$ cat src/rtl/aad_pkg.sv
// aad_pkg: shared sample width default, pool FSM states and a clog2 helper
package aad_pkg;
  localparam int DATA_W_DEF = 8;
  typedef enum logic {ST_ACCUM, ST_HOLD} state_t;
  function automatic int clog2(input int v);
    int r;
    r = 0;
    while ((1 << r) < v) r++;
    return r;
  endfunction
endpackage

$ cat src/rtl/aad_window_acc.sv
// aad_window_acc: running window accumulator with sample counter
// ports: clk, rst (async, active-low), clear (sync abort), accept (sample taken this edge),
//        diff (sample), sum_next (acc + diff), window_done (accept of the last sample of a window)
module aad_window_acc
  import aad_pkg::*;
#(
  parameter int DATA_W = DATA_W_DEF,
  parameter int WIN = 4,
  localparam int SUM_W = DATA_W + clog2(WIN)
)(
  input  logic              clk,
  input  logic              rst,
  input  logic              clear,
  input  logic              accept,
  input  logic [DATA_W-1:0] diff,
  output logic [SUM_W-1:0]  sum_next,
  output logic              window_done
);
  localparam int CNT_W = clog2(WIN);
  logic [SUM_W-1:0] r_acc;
  logic [CNT_W-1:0] r_cnt;
  assign sum_next = r_acc + SUM_W'(diff);
  assign window_done = accept && r_cnt == CNT_W'(WIN - 1);
  always_ff @(posedge clk or negedge rst)
    if (!rst) begin
      r_acc <= '0;
      r_cnt <= '0;
    end else if (clear || window_done) begin
      r_acc <= '0;
      r_cnt <= '0;
    end else if (accept) begin
      r_acc <= sum_next;
      r_cnt <= r_cnt + 1'b1;
    end
endmodule

$ cat src/rtl/aad_window_pool.sv
// aad_window_pool: sums WIN-sample windows and tracks the minimum window sum per frame
// ports: clk, rst (async, active-low), clear (sync abort of window and frame),
//        in_valid/in_ready/in_diff (sample stream), out_valid/out_ready (result handshake),
//        out_sum/out_idx/out_last (window result), best_sum/best_idx (frame minimum so far)
module aad_window_pool
  import aad_pkg::*;
#(
  parameter int DATA_W = DATA_W_DEF,
  parameter int WIN = 4,
  parameter int NUM_WIN = 8,
  localparam int SUM_W = DATA_W + clog2(WIN),
  localparam int IDX_W = clog2(NUM_WIN)
)(
  input  logic              clk,
  input  logic              rst,
  input  logic              clear,
  input  logic              in_valid,
  output logic              in_ready,
  input  logic [DATA_W-1:0] in_diff,
  output logic              out_valid,
  input  logic              out_ready,
  output logic [SUM_W-1:0]  out_sum,
  output logic [IDX_W-1:0]  out_idx,
  output logic              out_last,
  output logic [SUM_W-1:0]  best_sum,
  output logic [IDX_W-1:0]  best_idx
);
  state_t r_state, w_state;
  logic w_accept, w_take, w_done, w_last_idx;
  logic [SUM_W-1:0] w_sum, r_sum, r_best_sum;
  logic [IDX_W-1:0] r_idx, r_out_idx, r_best_idx;
  logic r_last;
  assign in_ready = r_state == ST_ACCUM;
  assign out_valid = r_state == ST_HOLD;
  // clear overrides both handshakes, so neither a sample nor a result is consumed with it
  assign w_accept = in_valid && in_ready && !clear;
  assign w_take = out_valid && out_ready && !clear;
  assign w_last_idx = r_idx == IDX_W'(NUM_WIN - 1);
  assign out_sum = r_sum;
  assign out_idx = r_out_idx;
  assign out_last = r_last;
  assign best_sum = r_best_sum;
  assign best_idx = r_best_idx;
  aad_window_acc #(.DATA_W(DATA_W), .WIN(WIN)) u_acc (
    .clk(clk),
    .rst(rst),
    .clear(clear),
    .accept(w_accept),
    .diff(in_diff),
    .sum_next(w_sum),
    .window_done(w_done)
  );
  always_comb w_state = clear ? ST_ACCUM : w_done ? ST_HOLD : w_take ? ST_ACCUM : r_state;
  always_ff @(posedge clk or negedge rst)
    if (!rst) r_state <= ST_ACCUM;
    else r_state <= w_state;
  always_ff @(posedge clk or negedge rst)
    if (!rst) begin
      r_sum <= '0;
      r_out_idx <= '0;
      r_last <= 1'b0;
      r_best_sum <= '0;
      r_best_idx <= '0;
      r_idx <= '0;
    end else if (clear) begin
      r_idx <= '0;
      r_last <= 1'b0;
    end else begin
      if (w_done) begin
        r_sum <= w_sum;
        r_out_idx <= r_idx;
        r_last <= w_last_idx;
        // window 0 re-seeds the frame minimum; ties keep the earlier window
        if (r_idx == '0 || w_sum < r_best_sum) begin
          r_best_sum <= w_sum;
          r_best_idx <= r_idx;
        end
      end
      if (w_take) r_idx <= w_last_idx ? '0 : r_idx + 1'b1;
    end
endmodule

$ cat config.mk
export PLATFORM = sky130hd
export DESIGN_NAME = aad_window_pool
export DESIGN_NICKNAME = d
export VERILOG_FILES = /design/src/rtl/aad_pkg.sv /design/src/rtl/aad_window_acc.sv /design/src/rtl/aad_window_pool.sv
export SDC_FILE = /design/constraint.sdc
export NUM_CORES = 1
export LEC_CHECK = 0
export ABC_AREA = 1
export BUFFER_PORTS_ARGS = -buffer_cell sky130_fd_sc_hd__buf_4
export CAP_MARGIN = 20
export CELL_PAD_IN_SITES_DETAIL_PLACEMENT = 0
export CELL_PAD_IN_SITES_GLOBAL_PLACEMENT = 1
export CORE_MARGIN = 2
export CORE_UTILIZATION = 45
export DETAILED_ROUTE_END_ITERATION = 8
export PLACE_DENSITY_LB_ADDON = 0.25
export SYNTH_ARGS = -nofsm -noshare
export SYNTH_HDL_FRONTEND = slang
export SYNTH_HIERARCHICAL = 1
export SYNTH_SLANG_ARGS = --single-unit
$ cat constraint.sdc
create_clock -name clk -period 3.93 [get_ports clk]
set_input_delay 0 -clock clk [delete_from_list [all_inputs] [get_ports clk]]
set_output_delay 0 -clock clk [all_outputs]
set_load 0.02 [all_outputs]
# --- Yosys cells after proc, flatten, opt, wreduce, memory -nomap -nowiden ---
# Cells that the tools add are included.
totals:
  output_inout_bits: 29
  regBits: 43
  input_bits: 13
op_classes:
  muxes: 12
  n_bitwise: 2
  n_reduce_logical: 15
  order_cmp: 1
  add_sub_neg: 3
  eq_ne: 2
ops:
  columns: ["cell", "n"]
  rows:
  - ["10-bit 2-to-1 mux", 2]
  - ["10-bit by 8-bit adder with 10-bit output", 1]
  - ["10-bit less-than comparator", 1]
  - ["3-bit 2-to-1 mux", 3]
  - ["2-bit nonzero test", 3]
  - ["1-bit logical AND", 5]
  - ["1-bit 2-to-1 mux", 5]
  - ["2-bit 2-to-1 mux", 2]
  - ["3-bit by 1-bit adder with 3-bit output (second input constant)", 1]
  - ["3-bit equality test (second input constant)", 1]
  - ["3-bit logical NOT", 1]
  - ["3-bit AND reduction", 1]
  - ["3-bit nonzero test", 1]
  - ["2-bit by 1-bit adder with 2-bit output (second input constant)", 1]
  - ["2-bit equality test (second input constant)", 1]
  - ["1-bit logical OR", 2]
  - ["1-bit NOT", 2]
  - ["2-bit AND reduction", 1]
  - ["1-bit logical NOT", 1]

# --- Depth between registers and ports, before layout ---
# Gate-level depths: netlist of run 1.
logic_depth:
  depth_word: 6
  ltp_mapped: 21

# --- By module ---
# Netlist of run 1, hierarchy kept.
by_module_without_submodules:
  columns: ["mod", "n_inst", "seq_area_each_um2", "area_per_inst_um2", "cells_per_inst"]
  rows:
  - ["aad_window_pool", 1, 775.7, 1549.0, 168]
  - ["aad_window_acc", 1, 300.3, 953.4, 132]

# --- Worst setup path before layout of run 1 ---
# Ideal clock, no wire load.
synth_timing:
  kind: "register to register"
  startpoint: "register u_acc.r_acc[0]"
  endpoint: "register r_best_sum[2], in the netlist best_sum[2]"
  arrival_ns: 2.442
  path_slack_ns: 1.371
  path_stages_with_launch: 20
  synth_period_minus_slack_ns: 2.559
  setup_ns: 0.117
  path_buffers: 1
  required_time_ns: 3.813
  path_cell_list: "dfrtp_1 > ha_1 > inv_1 > fa_1 > inv_1 > nand3_1 > nand2_1 > nand3_1 > nand2_1 > nand2_1 > and2_1 > ha_1 > nand2_1 > nor2_1 > nand3_1 > nand3_4 > nand2_4 > buf_6 > nand2_1 > nand2_1"
synth_via:
  elab_chain_len: 4
synth_lines:
  columns: ["element", "line_no", "rtl"]
  rows:
  - ["from (decl)", "aad_window_acc.sv:20", "logic [SUM_W-1:0] r_acc;"]
  - ["from (signal assigned)", "aad_window_acc.sv:32", "r_acc <= sum_next;"]
  - ["10-bit by 8-bit adder with 10-bit output", "aad_window_acc.sv:22", "assign sum_next = r_acc + SUM_W'(diff);"]
  - ["via w_sum[8]", "aad_window_pool.sv:30", "logic [SUM_W-1:0] w_sum, r_sum, r_best_sum;"]
  - ["10-bit less-than comparator", "aad_window_pool.sv:74", "if (r_idx == '0 || w_sum < r_best_sum) begin"]
  - ["1-bit logical OR", "aad_window_pool.sv:74", null]
  - ["3-bit AND reduction (no line)", null, null]
  - ["to (signal assigned)", "aad_window_pool.sv:75", "r_best_sum <= w_sum;"]
  - ["to (decl)", "aad_window_pool.sv:30", null]
# The timed path passes the listed nets, and every way through them passes these cells.
# A chain may end at the register's enable or synchronous reset.

# --- Worst setup path after layout of run 1 ---
layout_timing:
  startpoint: "register u_acc.r_acc[0]"
  endpoint: "register r_best_idx[2], in the netlist best_idx[2]"
layout_via:
  elab_chain_len: 4
layout_lines:
  columns: ["element", "line_no", "rtl"]
  rows:
  - ["10-bit by 8-bit adder with 10-bit output", "aad_window_acc.sv:22", null]
  - ["via w_sum[8]", "aad_window_pool.sv:30", null]
  - ["10-bit less-than comparator", "aad_window_pool.sv:74", null]
  - ["1-bit logical OR", "aad_window_pool.sv:74", null]
  - ["3-bit AND reduction (no line)", null, null]
  - ["to (signal assigned)", "aad_window_pool.sv:76", "r_best_idx <= r_idx;"]
  - ["to (decl)", "aad_window_pool.sv:31", "logic [IDX_W-1:0] r_idx, r_out_idx, r_best_idx;"]
# The timed path passes the listed nets, and every way through them passes these cells.

==> results of run 1 <==
Yosys cell counts:
master | n | area, µm²
a22o_1 | 3 | 26.3
and2_1 | 5 | 31.3
a21oi_1 | 5 | 25.0
nand4_1 | 3 | 18.8
nand2_1 | 92 | 345
nand3b_1 | 2 | 15.0
ha_1 | 21 | 263
xnor2_1 | 2 | 17.5
o21bai_1 | 1 | 7.51
a21o_1 | 1 | 7.51
nor2_1 | 10 | 37.5
o21ai_0 | 9 | 45.0
xor2_1 | 1 | 8.76
inv_2 | 4 | 15.0
nand3_1 | 28 | 140
nand2_4 | 2 | 22.5
nor2_2 | 4 | 25.0
inv_1 | 41 | 154
or2_1 | 1 | 6.26
o22ai_1 | 2 | 12.5
fa_1 | 1 | 20.0
mux2_2 | 9 | 101
buf_2 | 3 | 15.0
a21oi_2 | 1 | 8.76
nand2_2 | 1 | 6.26
o31ai_1 | 1 | 7.51
dfrtp_1 | 43 | 1080
a21boi_0 | 1 | 7.51
buf_4 | 1 | 7.51
buf_6 | 1 | 11.3
nand3_4 | 1 | 17.5
final timing paths:
| path | start | to | slack (ns) | cells past startpoint |
|---|---|---|---|---|
| worst max-delay path | u_acc/r_acc[0] | best_idx[2] | 1.08 | 18 |
| worst min-delay path | clear | out_last | 0.04 | 4 |
| worst max register to register | u_acc/r_acc[0] | best_idx[2] | 1.08 | 18 |
| worst min register to register | u_acc/r_acc[5] | u_acc/r_acc[5] | 0.49 | 2 |
| max in group asynchronous | rst | out_sum[3] | 3.33 | 2 |
| min in group asynchronous | rst | out_idx[1] | 0.23 | 2 |
through the flow:
step	hold WS [ns]	power (mW)	setup WS (ns)	instances	cell area, µm²
6_report	0.0433	0.933	1.08	418	2980
4_1_cts	0.0335	0.945	1.08	418	2980
3_3_place_gp	0.0283	0.656	1.17	408	2870
5_1_grt	0.0884	0.984	0.764	418	2980
3_5_place_dp	0.0344	0.657	1.11	408	2870
2_1_floorplan	-0.296	0.594	1.37	300	2500
cells by family (layout without fill, tap and decap cells):
| kind of cell | Yosys count | after routing |
|---|---|---|
| AND/OR/NAND/NOR | 149 | 149 |
| buffers and inverters | 50 | 96 |
| flip-flops | 43 | 43 |
| AO/OA/AOI/OAI | 24 | 24 |
| adder cells (fa/ha/maj) | 22 | 22 |
| multiplexers | 9 | 9 |
| XOR/XNOR | 3 | 3 |
flip-flops by register name, summed over array words and instances (netlist names):
| name | count |
|---|---|
| best_sum | 10 |
| out_sum | 10 |
| u_acc/r_acc | 10 |
| best_idx | 3 |
| out_idx | 3 |
| r_idx | 3 |
| u_acc/r_cnt | 2 |
| out_last | 1 |
| out_valid | 1 |
per-layer routing:
metal	share of wire (%)	vias up	global-route usage [%]
li1	-	1054	-
met1	49	920	25.2
met2	47	25	29.8
met3	2.4	6	3.10
met4	1.4	0	6.32
met5	0	-	0
report_power, final:
group | internal [mW] | switching [mW] | leakage, nW | total, mW
Clock | 0.138 | 0.146 | 0.0470 | 0.284
Sequential | 0.456 | 0.00914 | 0.596 | 0.465
Combinational | 0.0705 | 0.113 | 1.06 | 0.184
Total | 0.664 | 0.268 | 1.71 | 0.933
worst max-delay path: stages (launching register included):
cell,delay [ns]
dfrtp_1,0.36
ha_1,0.18
inv_1,0.08
fa_1,0.39
inv_1,0.09
nand3_1,0.06
nand2_1,0.10
nand3_1,0.10
nand2_1,0.08
nand2_1,0.06
and2_1,0.17
ha_1,0.28
nand2_1,0.06
nor2_1,0.14
nand3_1,0.13
nand3_4,0.17
nand2_4,0.14
nand2_1,0.10
nand2_1,0.05
final cells by class:
class | count | area, µm²
well taps | 72 | 90.1
fillers | 544 | 2450
clock buffers | 6 | 82.6
flip-flops and latches | 43 | 1080
inverters | 45 | 169
clock inverters | 1 | 5.00
repair buffers | 44 | 338
multi-input cells | 207 | 1220
==> reports/metrics.cfg, run 1 <==
[synth]
netlist_area_mm2 = 0.00250
yosys_register_bits = 43
synth-compound-area-share_pct = 5.90
synthAdderAreaFrac_pct = 11.3
muxShareOfSynthArea_pct = 4.05
syn_area_per_cell_um2 = 8.34
synthXorXnorAreaFrac_pct = 1.05
syn_nets = 335
ys_warn_count = 6
synth_cell_types = 31
synth_top_family_by_area = simple AND/OR/NAND/NOR gates
ys_seq_area_share_pct = 43.0
synth_cells = 300
synth-simple-area-share_pct = 26.6

[cells_and_area]
nNetsFinal = 381
final_common_cell = nand2_1
drive_above_1_share_pct = 20.2
antenna_cells = 0
syn_to_final_growth_pct = 19.2
mostFrequentLayoutCells = nand2_1, dfrtp_1, inv_1, buf_4, nand3_1
fin_util_pct = 54.9

[timing]
hold_viol = 0
slew_headroom_pct = 63.7
finalCritPeriodShare_pct = 72.5
setup_viol = 0
worst_pin_slew_ns = 0.544
setup-tns-final_ns = 0
fmax_mhz = 351
fin_worst_skew_ns = 0.00249
rsz0062_at_grt = no
fin_crit_ns = 2.85
finalMaxSlewViolations = 0

[floorplanning]
dieArea_mm2 = 0.00617
core.rowCount = 27
initial_utilization_pct = 46.0
die_w_um = 78.6
die_y_um = 78.6
coreArea_mm2 = 0.00544
io-pin-count = 42

[global_route]
grt_max_degree = 44
antenna_found_initial = 0
grt_pass1_wl_um = 8850
track_usage_pct = 18.5
grt_pass1_vias = 1906
grt-ovfl-total = 0

[drt]
vias = 2005
drtAntennaViolNets = 0
vias_per_cell = 4.80
post_drt_wl_per_cell_um = 12.5
totalWireLength_um = 5210
dr.pass1.iters = 4
drt-initial-drc-count = 78
route.detailed.drc = 0

[setup_path]
worstPathArrival_ns = 3.04
worstPathMaxFanout = 14
crit_type = reg -> reg
startpoint_type = flop
cp-end-kind = flop
worstPathRequired_ns = 4.12

[clock_tree]
cts_tree = yes
clock_latency_ns = 0.29
post_cts_resized = 0
hold_buffers = 3
cts-htree-levels = 2
ctsLongestPathBuffers = 2
cts_root_buf = clkbuf_8
path_clk_slew_ns = 0.08
clock_sinks = 43
post_cts_buffers = 0
cts_buffers = 5

[pwr]
p_leak_nw = 1.71
ir_drop_uv = 140
power.density_mw_per_mm2 = 312

[flow_run]
max-cap-violations = 0

[placed_design]
port_buffers = 41
gp_congestion = 0.810
hpwl_um = 3940

[outcome]
outcome = complete, no violations

[min_path]
hp-class = in -> reg

No activity file was read; power rests on OpenSTA's default activity.
==> inputs of run 2 (changes only) <==
--- a/config.mk
+++ b/config.mk
@@ -11,7 +11,7 @@
 export CELL_PAD_IN_SITES_DETAIL_PLACEMENT = 0
 export CELL_PAD_IN_SITES_GLOBAL_PLACEMENT = 1
 export CORE_MARGIN = 2
-export CORE_UTILIZATION = 45
+export CORE_UTILIZATION = 42
 export DETAILED_ROUTE_END_ITERATION = 8
 export PLACE_DENSITY_LB_ADDON = 0.25
 export SYNTH_ARGS = -nofsm -noshare
==> constraint.sdc (replaced) <==
create_clock -name clk -period 2.7 [get_ports clk]
set_input_delay 0 -clock clk [delete_from_list [all_inputs] [get_ports clk]]
set_output_delay 0 -clock clk [all_outputs]
set_load 0.02 [all_outputs]
==> run 2 against run 1 <==
Against the previous run: via count grew 7.3%; worst setup slack lost 1.0 ns; register-to-register slack lost 1.0 ns; clock skew grew 0.0077 ns; power grew 62%; non-clock buffer count grew 14; combinational power grew 97%; cell count grew 4.5%; first-iteration DRC count shrank 7.7%; maximum frequency grew 8.3%; routed wire length grew 15%; critical endpoint is now best_sum[6].
==> reports/metrics.cfg, run 2 (same netlist as run 1, synthesis figures left out) <==
[setup_path]
cp.buffers_inverters = 3  ; +1
crit_type = reg -> reg
cpPeakStageDelay_ns = 0.41  ; +0.02 ns
slowest_stage = fa_2
cp-end-kind = flop
crit_family = simple AND/OR/NAND/NOR gates
worstPathRequired_ns = 2.94  ; -1.18 ns
critPathLaunch = u_acc/r_acc[0]
crit_path_cell_trace = ha_2 -> inv_2 -> fa_2 -> inv_2 -> nand3_2 -> nand2_2 -> nand3_2 -> nand2_1 -> nand2_1 -> and2_4 -> ha_4 -> nand2_4 -> nor2_2 -> nand3_2 -> nand3_4 -> buf_6 -> nand3_1 -> nand2_1
regToRegSetupSlack_ns = 0.07  ; -1.01 ns
reg2reg_depth = 18  ; unchanged
worstPathArrival_ns = 2.87  ; -0.17 ns
worstPathMaxFanout = 7  ; -7
startpoint_type = flop
rr_startpoint = u_acc/r_acc[0]
timing.rr.end = best_sum[6]

[floorplanning]
core.rowCount = 28  ; +3.7%
io-pin-count = 42  ; unchanged
die_w_um = 81.2  ; +3.3%
initial_utilization_pct = 42.8  ; -3.2 points
dieArea_mm2 = 0.00659  ; +6.8%
coreArea_mm2 = 0.00585  ; +7.6%
die_y_um = 81.2  ; +3.3%

[cells_and_area]
syn_to_final_growth_pct = 35.2
stdcell_area_mm2 = 0.00338  ; +13%
fin_util_pct = 57.8  ; +3.0 points
nNetsFinal = 396  ; +3.9%
ff_latch_area_mm2 = 0.00108  ; unchanged
drive_above_1_share_pct = 35.6  ; +15 points
multi_input_area_mm2 = 0.00149  ; +22%
mostFrequentLayoutCells = nand2_1, buf_4, dfrtp_1
antenna_cells = 0  ; unchanged
final_common_cell = nand2_1
fillers = 548  ; +0.74%

[drt]
drt-initial-drc-count = 72  ; -7.7%
vias = 2152  ; +7.3%
drtAntennaViolNets = 0  ; unchanged
met1_length_um = 2780  ; +8.3%
route.met3.wl_um = 221  ; +77%
top_layer = met4
post_drt_wl_per_cell_um = 13.6  ; +9.6%
route.detailed.drc = 0  ; unchanged
dr.pass1.iters = 5  ; +1
wl_met2_um = 2890  ; +18%
vias_per_cell = 4.92  ; +2.7%
totalWireLength_um = 5960  ; +15%

[global_route]
track_usage_pct = 18.8  ; +0.30 points
grt-ovfl-total = 0  ; unchanged
grt_max_degree = 44  ; unchanged
grt_pass1_vias = 1999  ; +4.9%
grt_pass1_wl_um = 9340  ; +5.5%
antenna_found_initial = 0  ; unchanged

[clock_tree]
ctsLongestPathBuffers = 2  ; unchanged
path_clk_slew_ns = 0.09  ; about the same
cts-htree-levels = 2  ; unchanged
clock_latency_ns = 0.30  ; about the same
cts_buffers = 5  ; unchanged
cts_root_buf = clkbuf_8
cts_tree = yes
clock_sinks = 43  ; unchanged

[flow_run]
max-cap-violations = 0  ; unchanged

[min_path]
min_from = clear
hold_end = out_last
hold_depth = 4  ; unchanged
hp-class = in -> reg

[pwr]
power.density_mw_per_mm2 = 445  ; +42%
pwr-share-clk_pct = 30.8  ; +0.4 points
p_leak_nw = 1.80  ; +5.4%
p_int_mw = 1.06  ; +60%
power_mw = 1.51  ; +62%
p_switching_mw = 0.445  ; +66%
seq_power_share_pct = 45.2  ; -4.6 points
ir_drop_uv = 189  ; +36%
netSwitchingFraction_pct = 29.6  ; +0.78 points
pwr-share-comb_pct = 24.0  ; +4.3 points

[placed_design]
place_area_mm2 = 0.00291  ; +1.4%
port_buffers = 41  ; unchanged
gp_congestion = 0.861  ; +6.3%
hpwl_um = 4260  ; +8.1%

[timing]
slew_headroom_pct = 62.6  ; -1.1 points
setup_viol = 0  ; unchanged
fmax_mhz = 380  ; +8.3%
finalMaxSlewViolations = 0  ; unchanged
worst_pin_slew_ns = 0.561  ; +0.0167 ns
hold_viol = 0  ; unchanged
rsz0062_at_grt = yes
fin_crit_ns = 2.63  ; -0.218 ns
finalCritPeriodShare_pct = 97.4  ; +25 points
fin_worst_skew_ns = 0.0101  ; +0.00766 ns

[outcome]
outcome = complete, no violations

run 2: changes by cell type in the layout (fill, tap and decap cells not counted), sizes merged:
cell	before	now
buf	41	55
clkbuf	6	7
clkinv	1	0
clkinvlp	0	1
nand2	95	96
run 2: power groups by stage:
| stage | sequential [mW] | combinational (mW) | clock, mW |
|---|---|---|---|
| floorplan | 0.699 | 0.166 | 0 |
| global placement | 0.689 | 0.280 | 0 |
| detailed placement | 0.690 | 0.282 | 0 |
| CTS | 0.677 | 0.286 | 0.480 |
| global route | 0.683 | 0.412 | 0.507 |
| finish | 0.681 | 0.362 | 0.464 |
run 2: final cells by class:
cell class	instances	share of cell area, %
Clock buffer	7	2.85
Clock inverter	1	0.222
Inverter	45	4.99
Multi-Input combinational cell	208	44.0
Sequential cell	43	31.8
Tap cell	75	2.77
Timing Repair Buffer	58	13.3
run 2: worst reg2reg max path, stage by stage, from the launching register on:
cell	delay (ns)
dfrtp_1	0.36
ha_2	0.19
inv_2	0.05
fa_2	0.41
inv_2	0.08
nand3_2	0.06
nand2_2	0.08
nand3_2	0.07
nand2_1	0.08
nand2_1	0.06
and2_4	0.16
ha_4	0.26
nand2_4	0.05
nor2_2	0.13
nand3_2	0.10
nand3_4	0.13
buf_6	0.16
nand3_1	0.07
nand2_1	0.08
run 2: metrics by stage:
step	cells	hold slack (ns)	TNS [ns]	setup slack, ns
final	437	0.0319	0	0.0695
after global routing	437	0.0691	-1.07	-0.0920
after CTS	427	0.0227	0	0.0198
after detailed placement	416	0.0334	-0.0540	-0.0215
after global placement	416	0.0285	0	0.0831
after floorplan	300	-0.296	0	0.141
run 2: worst max path at each step:
stage | end | slack, ns | cells after the start
2_1_floorplan | best_sum[2] | 0.14 | 19
3_3_place_gp | best_idx[0] | 0.08 | 18
3_5_place_dp | best_sum[7] | -0.02 | 18
4_1_cts | best_sum[7] | 0.02 | 18
5_1_grt | best_sum[7] | -0.09 | 18
6_report | best_sum[6] | 0.07 | 18
run 2: per-layer routing:
layer	up-vias	track usage, %
li1	1078	-
met1	1014	25.4
met2	52	29.7
met3	8	3.44
met4	0	7.80
met5	-	0
run 2: timing repair:
action / 4_1_cts / 5_1_grt
hold buffers: 3 / 0
gates cloned: 0 / 1
buffers inserted: 0 / 9
gates resized for setup: 1 / 49
pin swaps: 0 / 25
hold endpoints to repair: 44 / 0
endpoints found under the setup margin: 13 / 13
